File: src/rtl/imem_boot_ctrl_pkg.sv
// Shared constants and FSM encoding for the instruction-memory boot sequencer.
// Imported by the controller, its checksum unit and the loader interface.
package imem_boot_ctrl_pkg;

    localparam int DEPTH  = 64;
    localparam int ADDR_W = $clog2(DEPTH);
    localparam int DATA_W = 32;

    typedef logic [2:0] state_t;

    localparam state_t S_IDLE   = 3'd0;
    localparam state_t S_LOAD   = 3'd1;
    localparam state_t S_CHECK  = 3'd2;
    localparam state_t S_RUN    = 3'd3;
    localparam state_t S_HALTED = 3'd4;
    localparam state_t S_ERROR  = 3'd5;

endpackage

File: src/rtl/imem_boot_ctrl_if.sv
// Loader-to-controller word stream: valid/ready with a last-word marker.
// The host drives the master side, the boot controller the slave side.
interface imem_boot_ctrl_if
    import imem_boot_ctrl_pkg::*;
#(
    parameter int DW = DATA_W
) ();

    logic          in_valid;
    logic          in_ready;
    logic [DW-1:0] in_data;
    logic          in_last;

    modport master (
        output in_valid,
        output in_data,
        output in_last,
        input  in_ready
    );

    modport slave (
        input  in_valid,
        input  in_data,
        input  in_last,
        output in_ready
    );

endinterface

File: src/rtl/imem_boot_ctrl_checksum.sv
// Modulo-2^W running sum of program words with clear/enable and a
// combinational compare against the incoming checksum word.
module boot_checksum
    import imem_boot_ctrl_pkg::*;
#(
    parameter int W = DATA_W
) (
    input  logic         clk,
    input  logic         reset,
    input  logic         clr,
    input  logic         en,
    input  logic [W-1:0] din,
    output logic [W-1:0] sum,
    output logic         match
);

    always_ff @(posedge clk or posedge reset) begin
        if (reset) begin
            sum <= '0;
        end else if (clr) begin
            sum <= '0;
        end else if (en) begin
            sum <= sum + din;
        end
    end

    assign match = (din == sum);

endmodule

File: src/rtl/imem_boot_ctrl.sv
// Boot sequencer: streams a program into instruction memory, verifies the
// trailing checksum and releases the core from reset on a match.
module imem_boot_ctrl
    import imem_boot_ctrl_pkg::*;
#(
    parameter int DEPTH  = imem_boot_ctrl_pkg::DEPTH,
    parameter int ADDR_W = imem_boot_ctrl_pkg::ADDR_W,
    parameter int DATA_W = imem_boot_ctrl_pkg::DATA_W
) (
    input  logic              clk,
    input  logic              reset,
    input  logic              load_start,
    imem_boot_ctrl_if.slave   ld,
    output logic              imem_we,
    output logic [ADDR_W-1:0] imem_waddr,
    output logic [DATA_W-1:0] imem_wdata,
    output logic              core_reset,
    input  logic              core_halt,
    output logic              busy,
    output logic              running,
    output logic              error,
    output logic [ADDR_W:0]   word_count
);

    localparam logic [ADDR_W:0] LAST_ADDR = (ADDR_W+1)'(DEPTH - 1);
    localparam logic [ADDR_W:0] MAX_COUNT = (ADDR_W+1)'(DEPTH);

    state_t            state;
    state_t            nxt;
    logic              ready;
    logic              xfer;
    logic              start_ok;
    logic              add;
    logic              match;
    logic [DATA_W-1:0] sum;

    assign ld.in_ready = ready;
    assign xfer        = ld.in_valid && ready;
    assign start_ok    = load_start && (state != S_LOAD) && (state != S_CHECK);
    assign add         = xfer && (state == S_LOAD);

    always_comb begin
        nxt = state;
        unique case (state)
            S_IDLE, S_HALTED, S_ERROR: begin
                if (load_start) nxt = S_LOAD;
            end
            S_RUN: begin
                if (load_start)     nxt = S_LOAD;
                else if (core_halt) nxt = S_HALTED;
            end
            S_LOAD: begin
                if (xfer) begin
                    if (ld.in_last)                    nxt = S_CHECK;
                    else if (word_count == LAST_ADDR)  nxt = S_ERROR;
                end
            end
            S_CHECK: begin
                if (xfer) nxt = match ? S_RUN : S_ERROR;
            end
            default: nxt = S_IDLE;
        endcase
    end

    boot_checksum #(.W(DATA_W)) u_sum (
        .clk   (clk),
        .reset (reset),
        .clr   (start_ok),
        .en    (add),
        .din   (ld.in_data),
        .sum   (sum),
        .match (match)
    );

    // Status outputs are decoded from the next state so they line up
    // with the state register rather than lagging it by a cycle.
    always_ff @(posedge clk or posedge reset) begin
        if (reset) begin
            state      <= S_IDLE;
            ready      <= 1'b0;
            busy       <= 1'b0;
            running    <= 1'b0;
            core_reset <= 1'b1;
            error      <= 1'b0;
            imem_we    <= 1'b0;
            imem_waddr <= '0;
            imem_wdata <= '0;
            word_count <= '0;
        end else begin
            state      <= nxt;
            ready      <= (nxt == S_LOAD) || (nxt == S_CHECK);
            busy       <= (nxt == S_LOAD) || (nxt == S_CHECK);
            running    <= (nxt == S_RUN);
            core_reset <= (nxt != S_RUN);
            error      <= (nxt == S_ERROR);
            imem_we    <= add;
            if (add) begin
                imem_waddr <= word_count[ADDR_W-1:0];
                imem_wdata <= ld.in_data;
            end
            if (start_ok) begin
                word_count <= '0;
            end else if (add && (word_count != MAX_COUNT)) begin
                word_count <= word_count + 1'b1;
            end
        end
    end

endmodule

File: src/flat_wrapper.sv
// flat-port wrapper written by rule: the top's interface ports become plain ports
module imem_boot_ctrl_flat import imem_boot_ctrl_pkg::*;
#(
    parameter int DEPTH  = imem_boot_ctrl_pkg::DEPTH,
    parameter int ADDR_W = imem_boot_ctrl_pkg::ADDR_W,
    parameter int DATA_W = imem_boot_ctrl_pkg::DATA_W
)
  (clk, reset, load_start, imem_we, imem_waddr, imem_wdata, core_reset, core_halt, busy, running, error, word_count, ld_in_valid, ld_in_data, ld_in_last, ld_in_ready);
  imem_boot_ctrl_if ld_i ();
  input  logic clk;
  input  logic reset;
  input  logic load_start;
  output logic imem_we;
  output logic [ADDR_W-1:0] imem_waddr;
  output logic [DATA_W-1:0] imem_wdata;
  output logic core_reset;
  input  logic core_halt;
  output logic busy;
  output logic running;
  output logic error;
  output logic [ADDR_W:0] word_count;
  input wire logic [$bits(ld_i.in_valid)-1:0] ld_in_valid;
  input wire logic [$bits(ld_i.in_data)-1:0] ld_in_data;
  input wire logic [$bits(ld_i.in_last)-1:0] ld_in_last;
  output wire logic [$bits(ld_i.in_ready)-1:0] ld_in_ready;
  assign ld_i.in_valid = ld_in_valid;
  assign ld_i.in_data = ld_in_data;
  assign ld_i.in_last = ld_in_last;
  assign ld_in_ready = ld_i.in_ready;
  imem_boot_ctrl #(.DEPTH(DEPTH), .ADDR_W(ADDR_W), .DATA_W(DATA_W)) u_core (.clk(clk), .reset(reset), .load_start(load_start), .ld(ld_i), .imem_we(imem_we), .imem_waddr(imem_waddr), .imem_wdata(imem_wdata), .core_reset(core_reset), .core_halt(core_halt), .busy(busy), .running(running), .error(error), .word_count(word_count));
endmodule
File: config.mk
export PLATFORM = sky130hd
export DESIGN_NAME = imem_boot_ctrl_flat
export DESIGN_NICKNAME = d
export VERILOG_FILES = /design/src/rtl/imem_boot_ctrl_pkg.sv /design/src/rtl/imem_boot_ctrl_if.sv /design/src/rtl/imem_boot_ctrl_checksum.sv /design/src/rtl/imem_boot_ctrl.sv /design/src/flat_wrapper.sv
export SDC_FILE = /design/constraint.sdc
export NUM_CORES = 1
export LEC_CHECK = 0
export CAP_MARGIN = 20
export CORE_ASPECT_RATIO = 0.7
export CORE_MARGIN = 2
export CORE_UTILIZATION = 58
export DETAILED_ROUTE_END_ITERATION = 7
export PLACE_DENSITY = 0.82
export SLEW_MARGIN = 20
export SYNTH_ARGS = -nofsm -noshare
export SYNTH_HDL_FRONTEND = slang
export SYNTH_SLANG_ARGS = --single-unit
File: constraint.sdc
create_clock -name clk -period 5.49 [get_ports clk]
set_input_delay 1.3725 -clock clk [delete_from_list [all_inputs] [get_ports clk]]
set_output_delay 1.3725 -clock clk [all_outputs]
set_load 0.005 [all_outputs]
; ---- After elaboration in Yosys (flattened, before gate mapping)
; Index checks and enable logic that the tools add are counted.
; W data, S select, Z words.
[word_totals]
register_bits = 85
in_bits = 38
output_inout_bits = 51
wordCells = 50
[classes]
n_addsub = 2
eq_ne = 15
n_mux = 13
reduce_logical = 10
[op_table]
columns = operator, count
row1 = $mux W32, 2
row2 = $add A32 B32 Y32, 1
row3 = $eq A32 B32 Y1, 1
row4 = $mux W3, 8
row5 = $mux W7, 2
row6 = $eq A3 B2 Y1 const B, 4
row7 = $pmux W3 S4, 1
row8 = $eq A3 B3 Y1 const B, 3
row9 = $add A7 B1 Y7 const B, 1
row10 = $eq A7 B6 Y1 const B, 1
row11 = $ne A7 B7 Y1 const B, 1
row12 = $eq A3 B1 Y1 const B, 2
row13 = $ne A3 B2 Y1 const B, 2
row14 = $logic_and A1 B1 Y1, 5
row15 = $reduce_bool A2 Y1, 2
row16 = $logic_not A3 Y1, 1
row17 = $ne A3 B1 Y1 const B, 1
row18 = $reduce_or A3 Y1, 1
row19 = $logic_or A1 B1 Y1, 1

; ---- Longest topological paths before layout
[depth]
depth_word = 7
depth_mapped = 11
depth_no_buf = 11

; ---- Hierarchy
; A second synthesis with hierarchy kept.
[hier_totals]
cells_unflattened = 477
hier_area_um2 = 5074.9
[modules_own_cells]
columns = module, instances, cells_per_inst, area_per_inst_um2, seq_area_each_um2
row1 = boot_checksum, 1, 319, 2884.0, 800.8
row2 = imem_boot_ctrl, 1, 158, 2190.9, 1327.5

; ---- Worst setup path before layout
; Ideal clock, no wire load.
[synth_timing]
path_type = input to register
from = input ld_in_data[0]
to = register u_core.u_sum.sum[14]
setup_ns = 0.129
arrival_time_ns = 3.409
required_time_ns = 5.361
path_slack_ns = 1.952
stages = 10
n_path_buf = 0
path_cell_list = ha_1 -> fa_1 -> a21o_1 -> a221oi_2 -> o21ai_2 -> a211o_1 -> a21o_1 -> a21oi_1 -> xor2_1 -> o21ai_1
[synth_between]
elab_chain_cells = 3
[synth_lines]
columns = element, line
row1 = start: declaration, flat_wrapper.sv:23  ; input wire logic [$bits(ld_i.in_data)-1:0] ld_in_data;
row2 = $add A32 B32 Y32, imem_boot_ctrl_checksum.sv:23  ; sum <= sum + din;
row3 = $mux W32, imem_boot_ctrl_checksum.sv:22  ; end else if (en) begin
row4 = $mux W32, imem_boot_ctrl_checksum.sv:20  ; end else if (clr) begin
row5 = end signal: assignment, imem_boot_ctrl_checksum.sv:23
row6 = end: declaration, imem_boot_ctrl_checksum.sv:13  ; output logic [W-1:0] sum,
; Every way passes these cells. The select of a mux whose other input is x is not followed.
; A chain may end at the register's enable or synchronous reset.

; ---- Worst setup path after layout
[layout_timing]
from = input ld_in_data[0]
to = register u_core.u_sum.sum[30]
; Same word-level chain as after synthesis.

==> results.yml <==
logic_synthesis:
  synth_edf_count: 0
  synth_cells: 594
  ys_warn_count: 0
  ys_seq_area_frac: 0.415
  synth_top_area_frac: 0.410
  yosys.area.top_type: "dfrtp_1"
  synth_area_um2: 5130
  async_reset_ff_frac: 1.00
  synth_cell_type_count: 61
  syn_area_per_cell_um2: 8.64
  postSynthNetCount: 666
  synth_ff_type: "dfrtp_1"
  synth.area.top_cells: "dfrtp_1, nand2_1, ha_1"
  ys_ff_latch: 85
sta:
  hold_viol_final: 0
  fin_setup_tns_ps: 0
  timing.fmax_ghz: 0.258
  slew_headroom: 0.389
  period_needed_ps: 3870
  final_max_slew_viol_count: 0
  finClkSkew_ps: 6.90
  max_slew.worst_pin.slew_ps: 915
  rsz0062_at_grt: "false"
  final.setup.worst_slack_ps: 1620
  timing.final.crit_share: 0.705
  setup_viol: 0
routing:
  wire_per_inst_um: 16.6
  dr.pass1.iters: 5
  vias_per_cell: 5.90
  routed_wl_um: 13100
  num_vias: 4653
  drtIter0Drc: 365
  drcViolationCount: 0
  postRouteAntennaNets: 0
cts:
  clock_latency_ps: 350
  cts_sinks: 85
  cts.repair.resized: 0
  cts_tree: "done"
  clock-root-buffer: "clkbuf_16"
  cts_max_level: 3
  clk_path_buf_depth: 2
  hold_buffers: 0
  clk_pin_slew_worst_paths_ps: 60
  cts_inserted_buffers: 9
  post_cts_buffers: 0
placement:
  port_buffers: 88
  dp_slack_ps: 1290
  gp_congestion: 0.885
  dp_hpwl_um: 9190
min_path:
  hp-class: "reg -> reg"
global_routing:
  grt_pass1_wl_um: 21500
  grt_use_total: 0.289
  grt_pass1_vias: 4536
  grt_max_degree: 83
  grt_remaining_overflow: 0
  antenna_found_initial: 0
pwr:
  power_density_nw_per_um2: 507
  power_leakage_nw: 2.97
  peakVddDrop_uv: 354
finish:
  final_common_cell: "nand2_1"
  layout_common_cells: "nand2_1, clkdlybuf4s50_1, dfrtp_1"
  fin_nets: 735
  drive_gt1_frac: 0.0629
  nFillCells: 674
  diodes: 0
  synthToLayoutAreaGrowth_pct: 23.0
worst_setup_path:
  critPathArrivalTime_ps: 4060
  worstSetupStartpointType: "input port"
  critPathKind: "in -> reg"
  critPathRequiredTime_ps: 5680
  worstSetupEndpointType: "flop"
  critPathMaxFanout: 5
floorplanning:
  die_area_um2: 9630
  start_util: 0.603
  io-pin-count: 89
  die_y_um: 82.7
  die_w_um: 116
  placementRows: 28
  coreArea_um2: 8510
job:
  cap_violations: 0
run_status:
  status: "finished, final reports clean"
## logic make-up after synthesis
group,after synthesis,synth area share
flip-flops,85,0.415
AND/OR/NAND/NOR,249,0.213
AO/OA/AOI/OAI,143,0.181
multiplexers,1,0.00195
adder cells (fa/ha/maj),34,0.0844
XOR/XNOR,33,0.0563
buffers and inverters,49,0.0480
## sequential cells by signal (all words and copies together), names as in the netlist
signal,flops
u_core.u_sum.sum,32
u_core.imem_waddr,6
u_core.state,3
u_core.core_reset,1
u_core.error,1
u_core.imem_wdata,32
u_core.busy,1
u_core.running,1
u_core.imem_we,1
u_core.word_count,7
## report_power, final
group	switching, W	internal (W)
registers	0.000154	0.000855
logic	0.000880	0.000727
clock network	0.000251	0.000333
## metrics by stage
stage                     std cells  hold WS, ps  instance area, µm²  utilization  total power, W
after floorplan                 594          452                5130            -         0.00204
after global placement          771          457                6000        0.705         0.00253
after detailed placement        771          462                6000        0.705         0.00259
after CTS                       787          478                6290        0.739         0.00320
after global routing            788          495                6310        0.742         0.00343
final                           788          475                6310        0.742         0.00320
## Yosys cell counts (4+ instances only)
library cell / instances
nand2_1: 154
dfrtp_1: 84
o21ai_0: 43
a21oi_1: 33
ha_1: 33
nand3_1: 24
nor2_1: 23
clkbuf_1: 18
xor2_1: 17
xnor2_1: 16
a21o_1: 15
inv_1: 13
nor3_1: 11
a31oi_1: 9
nor4_1: 8
nand4_1: 7
o21ai_1: 6
buf_4: 5
buf_6: 5
buf_2: 4
o21a_1: 4
or3_1: 4
## worst max-delay path, cell delays in order
cell	delay, ps
clkdlybuf4s50_1	430
ha_1	250
fa_1	410
a21o_1	190
a221oi_2	300
o21ai_2	140
a21bo_2	240
a21oi_1	150
a211o_1	180
a31o_2	170
xor2_1	140
o21ai_0	80
## path summary, 6_finish.rpt
check,from,endpoint,slack [ps],depth (start not counted)
min reg2reg,u_core.imem_wdata[20],u_core.imem_wdata[20],470,2
min in group asynchronous,reset,u_core.imem_waddr[1],1270,2
max in group asynchronous,reset,u_core.core_reset,3210,4
max reg2reg,u_core.u_sum.sum[0],u_core.u_sum.sum[30],2730,11
max,ld_in_data[0],u_core.u_sum.sum[30],1620,12
min,u_core.imem_wdata[20],u_core.imem_wdata[20],470,2
## per-layer routing
metal | up-vias | track usage | routed length (µm)
li1 | 2210 | - | -
met1 | 2233 | 0.405 | 6130
met2 | 189 | 0.460 | 5810
met3 | 21 | 0.0569 | 972
met4 | 0 | 0.0857 | 184
met5 | - | 0 | 0
## final cells by class
type | instances | area [µm²] | share of cell area
Tap cell | 120 | 150 | 0.0238
Sequential cell | 85 | 2130 | 0.337
Clock inverter | 4 | 32.5 | 0.00515
Clock buffer | 12 | 256 | 0.0406
Timing Repair Buffer | 93 | 931 | 0.147
Inverter | 14 | 53.8 | 0.00852
Multi-Input combinational cell | 460 | 2760 | 0.437
No activity file was read; power rests on OpenSTA's default activity.
